File: config.mk
export PLATFORM = sky130hd
export DESIGN_NAME = move_input
export DESIGN_NICKNAME = d
export VERILOG_FILES = /design/src/rtl/move_input.sv
export SDC_FILE = /design/constraint.sdc
export NUM_CORES = 1
export LEC_CHECK = 0
export ABC_CLOCK_PERIOD_IN_PS = 11100
export BUFFER_PORTS_ARGS = -buffer_cell sky130_fd_sc_hd__clkbuf_2
export CAP_MARGIN = 20
export CELL_PAD_IN_SITES_DETAIL_PLACEMENT = 2
export CELL_PAD_IN_SITES_GLOBAL_PLACEMENT = 2
export CORE_ASPECT_RATIO = 1.5
export CORE_MARGIN = 10
export CORE_UTILIZATION = 45
export CTS_BUF_LIST = sky130_fd_sc_hd__clkbuf_16
export DETAILED_ROUTE_END_ITERATION = 10
export PLACE_DENSITY = 0.89
export SLEW_MARGIN = 20
export SYNTH_ARGS = -nofsm -noshare
export SYNTH_HDL_FRONTEND = slang
export SYNTH_SLANG_ARGS = --single-unit
File: constraint.sdc
create_clock -name clk -period 11.1 [get_ports clk]
set_input_delay 0.555 -clock clk [delete_from_list [all_inputs] [get_ports clk]]
set_output_delay 0.555 -clock clk [all_outputs]
set_load 0.02 [all_outputs]
File: src/rtl/move_input.sv
// Push-button front end for the puzzle game: synchronizes, debounces, auto-repeats
// directions and arbitrates six buttons into single-cycle registered command pulses.
module move_input #(
   parameter int DEBOUNCE      = 1000000,
   parameter int REPEAT_DELAY  = 25000000,
   parameter int REPEAT_PERIOD = 10000000
) (
   input  logic clk,
   input  logic rst,
   input  logic btn_up,
   input  logic btn_down,
   input  logic btn_left,
   input  logic btn_right,
   input  logic btn_retract,
   input  logic btn_retry,
   input  logic hold,
   output logic up,
   output logic down,
   output logic left,
   output logic right,
   output logic retract,
   output logic retry
);

   localparam int DW   = (DEBOUNCE > 2) ? $clog2(DEBOUNCE) : 1;
   localparam int RMAX = (REPEAT_DELAY > REPEAT_PERIOD) ? REPEAT_DELAY : REPEAT_PERIOD;
   localparam int RW   = (RMAX > 2) ? $clog2(RMAX) : 1;

   localparam logic [1:0] R_IDLE   = 2'd0;
   localparam logic [1:0] R_DELAY  = 2'd1;
   localparam logic [1:0] R_PERIOD = 2'd2;

   // Key index: 0 up, 1 down, 2 left, 3 right, 4 retract, 5 retry
   logic [5:0]    raw;
   logic [5:0]    sync1;
   logic [5:0]    sync2;
   logic [5:0]    deb;
   logic [5:0]    deb_d;
   logic [5:0]    armed;
   logic [5:0]    press_req;
   logic [5:0]    rpt_req;
   logic [5:0]    req;
   logic [5:0]    grant;
   logic [5:0]    pulse;
   logic [DW-1:0] dcnt [6];
   logic [RW-1:0] rcnt;
   logic [1:0]    rstate;
   logic [3:0]    dir_held;
   logic          single;
   logic          rpt_hit;

   assign raw = {btn_retry, btn_retract, btn_right, btn_left, btn_down, btn_up};

   always_ff @(posedge clk or posedge rst) begin
      if (rst) begin
         sync1 <= '0;
         sync2 <= '0;
      end else begin
         sync1 <= raw;
         sync2 <= sync1;
      end
   end

   // Level flips only after DEBOUNCE consecutive mismatching cycles; any match restarts the count
   always_ff @(posedge clk or posedge rst) begin
      if (rst) begin
         deb   <= '0;
         deb_d <= '0;
         armed <= '1;
         for (int i = 0; i < 6; i++) dcnt[i] <= '0;
      end else begin
         deb_d <= deb;
         for (int i = 0; i < 6; i++) begin
            if (sync2[i] == deb[i]) begin
               dcnt[i] <= '0;
            end else if (dcnt[i] == DW'(DEBOUNCE - 1)) begin
               deb[i]  <= ~deb[i];
               dcnt[i] <= '0;
            end else begin
               dcnt[i] <= dcnt[i] + 1'b1;
            end
            if (!deb[i])
               armed[i] <= 1'b1;
            else if (hold)
               armed[i] <= 1'b0;
         end
      end
   end

   assign dir_held  = deb[3:0];
   assign single    = !hold && (dir_held != 4'd0) && ((dir_held & (dir_held - 4'd1)) == 4'd0)
                      && ((dir_held & armed[3:0]) != 4'd0);
   assign rpt_hit   = single && (((rstate == R_DELAY)  && (rcnt == RW'(REPEAT_DELAY - 1))) ||
                                 ((rstate == R_PERIOD) && (rcnt == RW'(REPEAT_PERIOD - 1))));
   assign press_req = deb & ~deb_d & armed;
   assign rpt_req   = rpt_hit ? {2'b00, dir_held} : 6'b0;
   assign req       = hold ? 6'b0 : (press_req | rpt_req);

   always_comb begin
      grant = '0;
      if (req[5])      grant[5] = 1'b1;
      else if (req[4]) grant[4] = 1'b1;
      else if (req[0]) grant[0] = 1'b1;
      else if (req[1]) grant[1] = 1'b1;
      else if (req[2]) grant[2] = 1'b1;
      else if (req[3]) grant[3] = 1'b1;
   end

   // Repeat timing only starts from a direction press that actually won arbitration
   always_ff @(posedge clk or posedge rst) begin
      if (rst) begin
         rstate <= R_IDLE;
         rcnt   <= '0;
      end else if (!single) begin
         rstate <= R_IDLE;
         rcnt   <= '0;
      end else if ((grant[3:0] & press_req[3:0]) != 4'd0) begin
         rstate <= R_DELAY;
         rcnt   <= '0;
      end else if (rpt_hit) begin
         rstate <= R_PERIOD;
         rcnt   <= '0;
      end else if (rstate != R_IDLE) begin
         rcnt <= rcnt + 1'b1;
      end
   end

   always_ff @(posedge clk or posedge rst) begin
      if (rst) pulse <= '0;
      else     pulse <= grant;
   end

   assign up      = pulse[0];
   assign down    = pulse[1];
   assign left    = pulse[2];
   assign right   = pulse[3];
   assign retract = pulse[4];
   assign retry   = pulse[5];

endmodule
==> results.yml, run 1 <==
floorplan:
  pin_count: 15
  core_um2: 18500
  dieArea_um2: 24700
  die_h_um: 188
  num_rows: 61
  start_util_pct: 45.6
  die_w_um: 132
timing:
  hold-worst-slack_ps: 221
  setup-violations-final: 0
  worstMarginPinSlew_ps: 1000
  fmax_ghz: 0.410
  slew_violations: 0
  rsz0062_at_grt: "no"
  finClkSkew_ps: 13.9
  setup_slack_ps: 8660
  max_slew_margin_pct: 32.6
  hold_viol: 0
  period_needed_ps: 2440
  fin_crit_sh_pct: 22.0
  finalSetupTns_ps: 0
synth:
  synth.distinct_cells: 42
  synth_cells: 825
  ys_ff_latch: 183
  synth_top_family_by_area: "simple AND/OR/NAND/NOR gates"
  synthSimpleGateAreaFrac_pct: 24.5
  synth_compound_area_share_pct: 2.55
  synthMuxAreaShare_pct: 0.802
  synth_fp_nets: 841
  ys_seq_area_share_pct: 54.4
  ys_warn_count: 0
  synth_xor_area_share_pct: 14.3
  synth.area.top_cells: "dfrtp_1, xor2_1, nor2_1"
  synth_top_cell_area_share_pct: 52.6
  postSynthAreaPerCell_um2: 10.2
  synthesis.area_um2: 8430
  yosys.area_share.adder_pct: 1.04
  yosys.area.top_type: "dfrtp_1"
routing:
  via_per_inst: 5.61
  wire_per_inst_um: 21.2
  dr_total_vias: 6180
  drt-total-wl_mm: 23.4
  met2_length_mm: 13.3
  drc: 0
  wl_met3_um: 507
  wl_met1_mm: 8.95
  highest_layer: "met4"
  firstDrtPassIters: 4
  drt_iter0_drc: 325
  ant_nets: 0
finish:
  fin_area_um2: 9240
  fin_nets: 852
  antenna_cells: 0
  synthToLayoutAreaGrowth_pct: 9.62
  final_layout_size_suffix_gt1_share_pct: 7.77
clocking:
  htree_levels: 4
  clkSinkCount: 183
  root_buffer: "clkbuf_16"
  clockBufferDepth: 2
  cts_setup_buffers: 0
  cts-hold-fix-buffers: 0
  cts_made_buffers: 17
  cts_resized: 0
  cts_tree: "built"
  clk_pin_slew_ps: 70
  insertion_delay_ps: 450
global_route:
  grt_usage_pct: 19.9
  grt_pass1_wl_mm: 40.1
  grt_pass1_vias: 7359
  grt-ovfl-total: 0
  grt_max_degree: 111
  antenna_found_initial: 0
worst_setup_path:
  path_cells: "xnor2_1 > nor3_1 > o31ai_1 > nand3b_2 > nor2_1"
  criticalPathCategory: "flop to flop"
  crit_slowest_cell: "o31ai_1"
  r2r_slack_ps: 8660
  startpoint_type: "flop"
  critical_path_arrival_ps: 2740
  critPathCaptureType: "flop"
  slowest_delay_ps: 740
  cp.buffers_inverters: 0
  crit_fanout: 25
  worstPathRequired_ps: 11400
  critPathTopFamily: "simple AND/OR/NAND/NOR gates"
power:
  power.switching_w: 0.000299
  ir_drop_v: 0.000110
  switching_share_pct: 23.7
  power_density_nw_per_um2: 136
  pwr-share-comb_pct: 3.0
  seq_power_share_pct: 54.1
  pwr-share-clk_pct: 42.9
  total_leakage_power_nw: 3.97
  power.internal_w: 0.000962
placement:
  placed_area_um2: 8720
  io_buffers: 14
  dp_slack_ps: 8630
  post-dp-hpwl_mm: 15.1
  place.gp.congestion: 0.793
worst_hold_path:
  worstHoldPathType: "primary input to flop"
outcome:
  outcome: "completed"
job:
  drv_cap: 0
## cell usage after synthesis (all sizes together)
cell / n
xor2: 87
and3: 19
o31ai: 1
o21a: 1
dfrtp: 177
nor4b: 10
o311a: 1
mux2: 6
xnor2: 51
nand2: 58
nor4bb: 4
or3: 2
nor3: 21
nand3: 44
nor2: 156
a22oi: 1
nor4: 17
inv: 23
clkbuf: 11
nand3b: 4
a31oi: 1
a21oi: 5
o22ai: 1
or2: 11
nand4b: 4
o21ai: 13
o32a: 1
o2111ai: 1
nor3b: 3
nor2b: 3
and2: 5
nand4: 35
o2111a: 2
or4: 1
and4: 15
ha: 7
dfstp: 6
a221oi: 1
buf: 13
o211a: 3
## stage by stage
step | utilization, % | std cells | power [W]
global placement | 47.2 | 1069 | 0.000728
detailed placement | 47.2 | 1069 | 0.000733
CTS | 49.9 | 1101 | 0.00127
floorplan | - | 825 | 0.000719
finish | 50.0 | 1101 | 0.00126
global route | 50.0 | 1101 | 0.00131
## final timing paths
path | start | endpoint | cells after the start
max in group asynchronous | rst | dcnt[115] | 3
worst max-delay path | deb[1] | rcnt[8] | 5
worst min register to register | sync1[2] | sync2[2] | 0
worst min-delay path | btn_retract | sync1[4] | 1
min in group asynchronous | rst | dcnt[81] | 2
worst max register to register | deb[1] | rcnt[8] | 5
## final cells by class
class	instances	area, um^2
repair buffers	16	85.1
fillers	1931	9230
well taps	252	315
inverters	23	91.3
clock buffers	17	425
flip-flops and latches	183	4590
clock inverters	15	80.1
multi-input cells	595	3650
## cell families (layout without fill, tap and decap cells)
| group | after synthesis | in the layout |
|---|---|---|
| AO/OA/AOI/OAI | 32 | 32 |
| adder cells (fa/ha/maj) | 7 | 7 |
| buffers and inverters | 47 | 71 |
| AND/OR/NAND/NOR | 412 | 412 |
| XOR/XNOR | 138 | 138 |
| flip-flops | 183 | 183 |
| multiplexers | 6 | 6 |
## power groups by stage
stage / Combinational (W) / Clock (W) / Sequential [W]
5_1_grt: 0.0000438 / 0.000579 / 0.000683
3_5_place_dp: 0.0000387 / 0 / 0.000694
6_report: 0.0000378 / 0.000541 / 0.000682
4_1_cts: 0.0000394 / 0.000552 / 0.000682
3_3_place_gp: 0.0000348 / 0 / 0.000693
2_1_floorplan: 0.0000269 / 0 / 0.000692
## per-layer routing
layer | vias to the layer above | global-route usage, %
li1 | 2814 | -
met1 | 3254 | 21.4
met2 | 68 | 37.7
met3 | 44 | 3.26
met4 | 0 | 7.60
met5 | - | 0
## registers in the layout (all words and copies together), names as in the netlist
name	cells
rcnt	25
deb	6
armed	6
deb_d	6
dcnt	120
sync2	6
rstate	2
pulse	6
sync1	6
## placed cells by master, fill, tap and decap left out, types with 17 or more instances in the layout
cell       count
dfrtp_1      177
nor2_1       156
xor2_1        87
nand2_1       58
xnor2_1       51
nand3_1       44
nand4_1       35
inv_1         27
nor3_1        21
and3_1        19
clkbuf_16     17
Power figures use the tool's default switching activity.
==> inputs of run 2 (changes only) <==
ABC_CLOCK_PERIOD_IN_PS = 2400   (was 11100)
CORE_UTILIZATION = 42   (was 45)
PLACE_DENSITY = 0.84   (was 0.89)
clock period = 2.4 ns   (was 11.1 ns; I/O delays follow)
==> results.yml, run 2 (same netlist as run 1, synthesis figures left out) <==
worst_setup_path:
  r2r-start: "deb[5]"
  startpoint_type: "flop"
  critical_path_arrival_ps: 2480
  worstSetupStartpoint: "deb[5]"
  slowest_delay_ps: 550
  worst-path-stages: 6
  path_cells: "nor2b_1 > a221oi_1 > o21ai_0 > nand3b_2 > buf_12 > nor2_1"
  critPathCaptureType: "flop"
  cp.buffers_inverters: 1
  crit_slowest_cell: "a221oi_1"
  critPathTopFamily: "compound AO/OA/AOI/OAI gates"
  worstPathRequired_ps: 2720
  crit_fanout: 25
  criticalPathCategory: "flop to flop"
  ff2ff_path_depth: 6
global_route:
  antenna_found_initial: 0
  grt_max_degree: 52
  grt_pass1_vias: 7280
  grt_pass1_wl_mm: 38.6
  grt-ovfl-total: 0
  grt_usage_pct: 18.2
power:
  p_total_w: 0.00612
  total_leakage_power_nw: 4.13
  ir_drop_v: 0.000491
  power_density_nw_per_um2: 641
finish:
  layout_common_cells: "dfrtp_1, nor2_1, xor2_1"
  final_layout_size_suffix_gt1_share_pct: 10.3
  synthToLayoutAreaGrowth_pct: 13.4
  layout_commonest_cell: "dfrtp_1"
  largest_reg_flops: 120
  largest_register: "dcnt"
  reg_top3: "dcnt: 120 flops, rcnt: 25 flops"
  fin_nets: 878
  fillers: 2046
  antenna_cells: 0
floorplan:
  core_um2: 19800
  die_w_um: 136
  start_util_pct: 42.6
  num_rows: 63
  die_h_um: 193
  pin_count: 15
  dieArea_um2: 26200
timing:
  worstMarginPinSlew_ps: 713
  slew_violations: 0
  max_slew_margin_pct: 52.4
  rsz0062_at_grt: "no"
  finClkSkew_ps: 8.76
  period_needed_ps: 2160
  hold_viol: 0
  setup-violations-final: 0
  finalSetupTns_ps: 0
  fin_crit_sh_pct: 90.2
  fmax_ghz: 0.462
  setup_slack_ps: 235
placement:
  io_buffers: 14
  place.gp.congestion: 0.814
  dp_slack_ps: 208
  post-dp-hpwl_mm: 14.8
clocking:
  clockBufferDepth: 2
  clk_pin_slew_ps: 70
  cts_tree: "built"
  cts_setup_buffers: 0
  insertion_delay_ps: 440
  root_buffer: "clkbuf_16"
  htree_levels: 4
  clkSinkCount: 183
  cts_made_buffers: 17
routing:
  wire_per_inst_um: 20.3
  via_per_inst: 5.47
  firstDrtPassIters: 4
  dr_total_vias: 6206
  drc: 0
  drt_iter0_drc: 352
  drt-total-wl_mm: 23.0
  ant_nets: 0
worst_hold_path:
  worstHoldPathType: "primary input to flop"
  hp-start: "hold"
  hold_path_depth: 2
outcome:
  outcome: "completed"
job:
  drv_cap: 0
## run 2: per-stage QoR
stage	hold WS, ps	cell area [um^2]	utilization [%]	instances
after CTS	43.7	9550	48.2	1135
after global placement	228	8910	45.0	1096
after floorplan	151	8430	-	825
after global routing	71.5	9560	48.3	1135
final	57.7	9560	48.3	1135
after detailed placement	230	8910	45.0	1096
## run 2: metal layers
metal | vias to the layer above | global-route usage [%] | share of wire (%)
li1 | 2872 | - | -
met1 | 3220 | 19.7 | 39
met2 | 71 | 33.7 | 57
met3 | 43 | 3.48 | 2.2
met4 | 0 | 6.90 | 2.4
met5 | - | 0 | 0
## run 2: power by group
group	switching [W]	leakage (nW)	internal [W]
Sequential	0.0000346	2.49	0.00312
Clock	0.00126	0.276	0.00152
Combinational	0.000135	1.36	0.0000559
Total	0.00143	4.13	0.00469
## run 2: path summary, 6_finish.rpt
| path | end | slack [ps] |
|---|---|---|
| max in group asynchronous | dcnt[52] | 1200 |
| worst max-delay path | rcnt[24] | 240 |
| worst min-delay path | armed[3] | 60 |
| worst max register to register | rcnt[24] | 240 |
| worst min register to register | sync2[5] | 350 |
| min in group asynchronous | dcnt[20] | 340 |
## run 2: layout make-up
class | count | area, um^2 | area share [%]
Timing Repair Buffer | 42 | 335 | 3.51
Clock buffer | 17 | 425 | 4.45
Sequential cell | 183 | 4590 | 48.0
Clock inverter | 15 | 141 | 1.48
Tap cell | 260 | 325 | 3.40
Multi-Input combinational cell | 595 | 3650 | 38.2
Inverter | 23 | 90.1 | 0.943
## run 2: timing repair
action | in CTS | in global routing
setup endpoints to repair | 0 | 2
gates resized for setup | 0 | 2
hold endpoints to repair | 29 | 0
hold buffers | 7 | 0
==> inputs of run 3 (changes only) <==
MAX_ROUTING_LAYER = met4   (was default)
==> results.yml, run 3 (same netlist as run 1, synthesis figures left out) <==
outcome:
  outcome: "completed"
finish:
  reg_top3: "dcnt: 120 flops, rcnt: 25 flops"
  multiInputGateArea_um2: 3650
  fin_nets: 878
  regArea_um2: 4590
  layout_commonest_cell: "dfrtp_1"
  largest_register: "dcnt"
  utilization_pct: 48.3
  final_layout_size_suffix_gt1_share_pct: 10.3
  fillers: 2046
  fin_area_um2: 9560
  finalNonFillerCells: 1135
  synthToLayoutAreaGrowth_pct: 13.4
  layout_common_cells: "dfrtp_1, nor2_1, xor2_1"
  largest_reg_flops: 120
  antenna_cells: 0
floorplan:
  pin_count: 15
  core_um2: 19800
  dieArea_um2: 26200
  start_util_pct: 42.6
  die_w_um: 136
  num_rows: 63
  die_h_um: 193
global_route:
  grt_pass1_wl_mm: 38.6
  grt_usage_pct: 18.8
  grt-ovfl-total: 0
  antenna_found_initial: 0
  grt_pass1_vias: 7272
  grt_max_degree: 52
timing:
  period_needed_ps: 2170
  max_slew_margin_pct: 52.1
  rsz0062_at_grt: "no"
  slew_violations: 0
  finClkSkew_ps: 7.81
  fmax_ghz: 0.462
  finalSetupTns_ps: 0
  worstMarginPinSlew_ps: 713
  hold_viol: 0
  fin_crit_sh_pct: 90.3
  setup-violations-final: 0
placement:
  placed_area_um2: 8910
  io_buffers: 14
  place.gp.congestion: 0.826
  post-dp-hpwl_mm: 14.8
  place_inst: 1096
clocking:
  clkSinkCount: 183
  clk_pin_slew_ps: 70
  htree_levels: 4
  cts_tree: "built"
  cts_made_buffers: 17
  clockBufferDepth: 2
  insertion_delay_ps: 440
  root_buffer: "clkbuf_16"
  cts_setup_buffers: 0
routing:
  ant_nets: 0
  drc: 0
  via_per_inst: 5.52
  firstDrtPassIters: 4
  drt-total-wl_mm: 23.1
  wire_per_inst_um: 20.4
  drt_iter0_drc: 349
  dr_total_vias: 6261
power:
  p_total_w: 0.00613
  power_density_nw_per_um2: 641
  total_leakage_power_nw: 4.13
  ir_drop_v: 0.000488
worst_setup_path:
  ff2ff_path_depth: 6
  criticalPathCategory: "flop to flop"
  startpoint_type: "flop"
  critPathCaptureType: "flop"
  worstPathRequired_ps: 2750
  path_cells: "ha_1 > nor4b_2 > nand2_1 > o32a_1 > or3_1 > a21oi_1"
  crit_slowest_cell: "o32a_1"
  critical_path_arrival_ps: 2520
  slowest_delay_ps: 500
  crit_fanout: 9
worst_hold_path:
  worstHoldPathType: "primary input to flop"
  hold_path_depth: 2
job:
  drv_cap: 0
==> run 3: layout make-up <==
type / count / share of cell area, %
Clock buffer: 17 / 4.45
Clock inverter: 15 / 1.48
Inverter: 23 / 0.943
Multi-Input combinational cell: 595 / 38.2
Sequential cell: 183 / 48.0
Tap cell: 260 / 3.40
Timing Repair Buffer: 42 / 3.51
==> run 3: power breakdown <==
part	internal (W)	switching, W	total (W)
combinational	0.0000560	0.000136	0.000192
clock	0.00152	0.00126	0.00278
sequential	0.00312	0.0000346	0.00315
==> run 3: critical path, delay by kind of cell, from the launching register on <==
family	cells	cell delay, ps
compound gates	2	680
fa+ha+maj	1	250
flops	1	390
simple gates	3	750
==> run 3: worst paths after layout <==
check,end,from,slack (ps)
setup / recovery,pulse[1],rcnt[0],230
max in group asynchronous,dcnt[52],rst,1200
min in group asynchronous,dcnt[20],rst,340
setup reg to reg,pulse[1],rcnt[0],230
hold reg to reg,sync2[5],sync1[5],350
hold / removal,armed[3],hold,60
==> run 3: layer usage <==
metal | global-route usage, % | vias to the layer above | share of wire, %
met5 | - | - | 0
met3 | 3.63 | 39 | 2.2
met1 | 19.8 | 3271 | 39
met4 | 6.78 | 0 | 2.3
li1 | - | 2867 | -
met2 | 33.6 | 84 | 57
==> run 3: metrics by stage <==
stage / hold slack, ps / setup slack [ps]
after floorplan: 151 / -65.7
after global placement: 228 / 354
after detailed placement: 230 / 208
after CTS: 43.7 / 165
after global routing: 69.6 / 34.4
final: 58.2 / 234
==> run 3: repair_timing <==
item | 4_1_cts | 5_1_grt
endpoints found under the hold margin | 29 | 0
endpoints found under the setup margin | 0 | 2
gates resized for setup | 0 | 2
hold buffers | 7 | 0
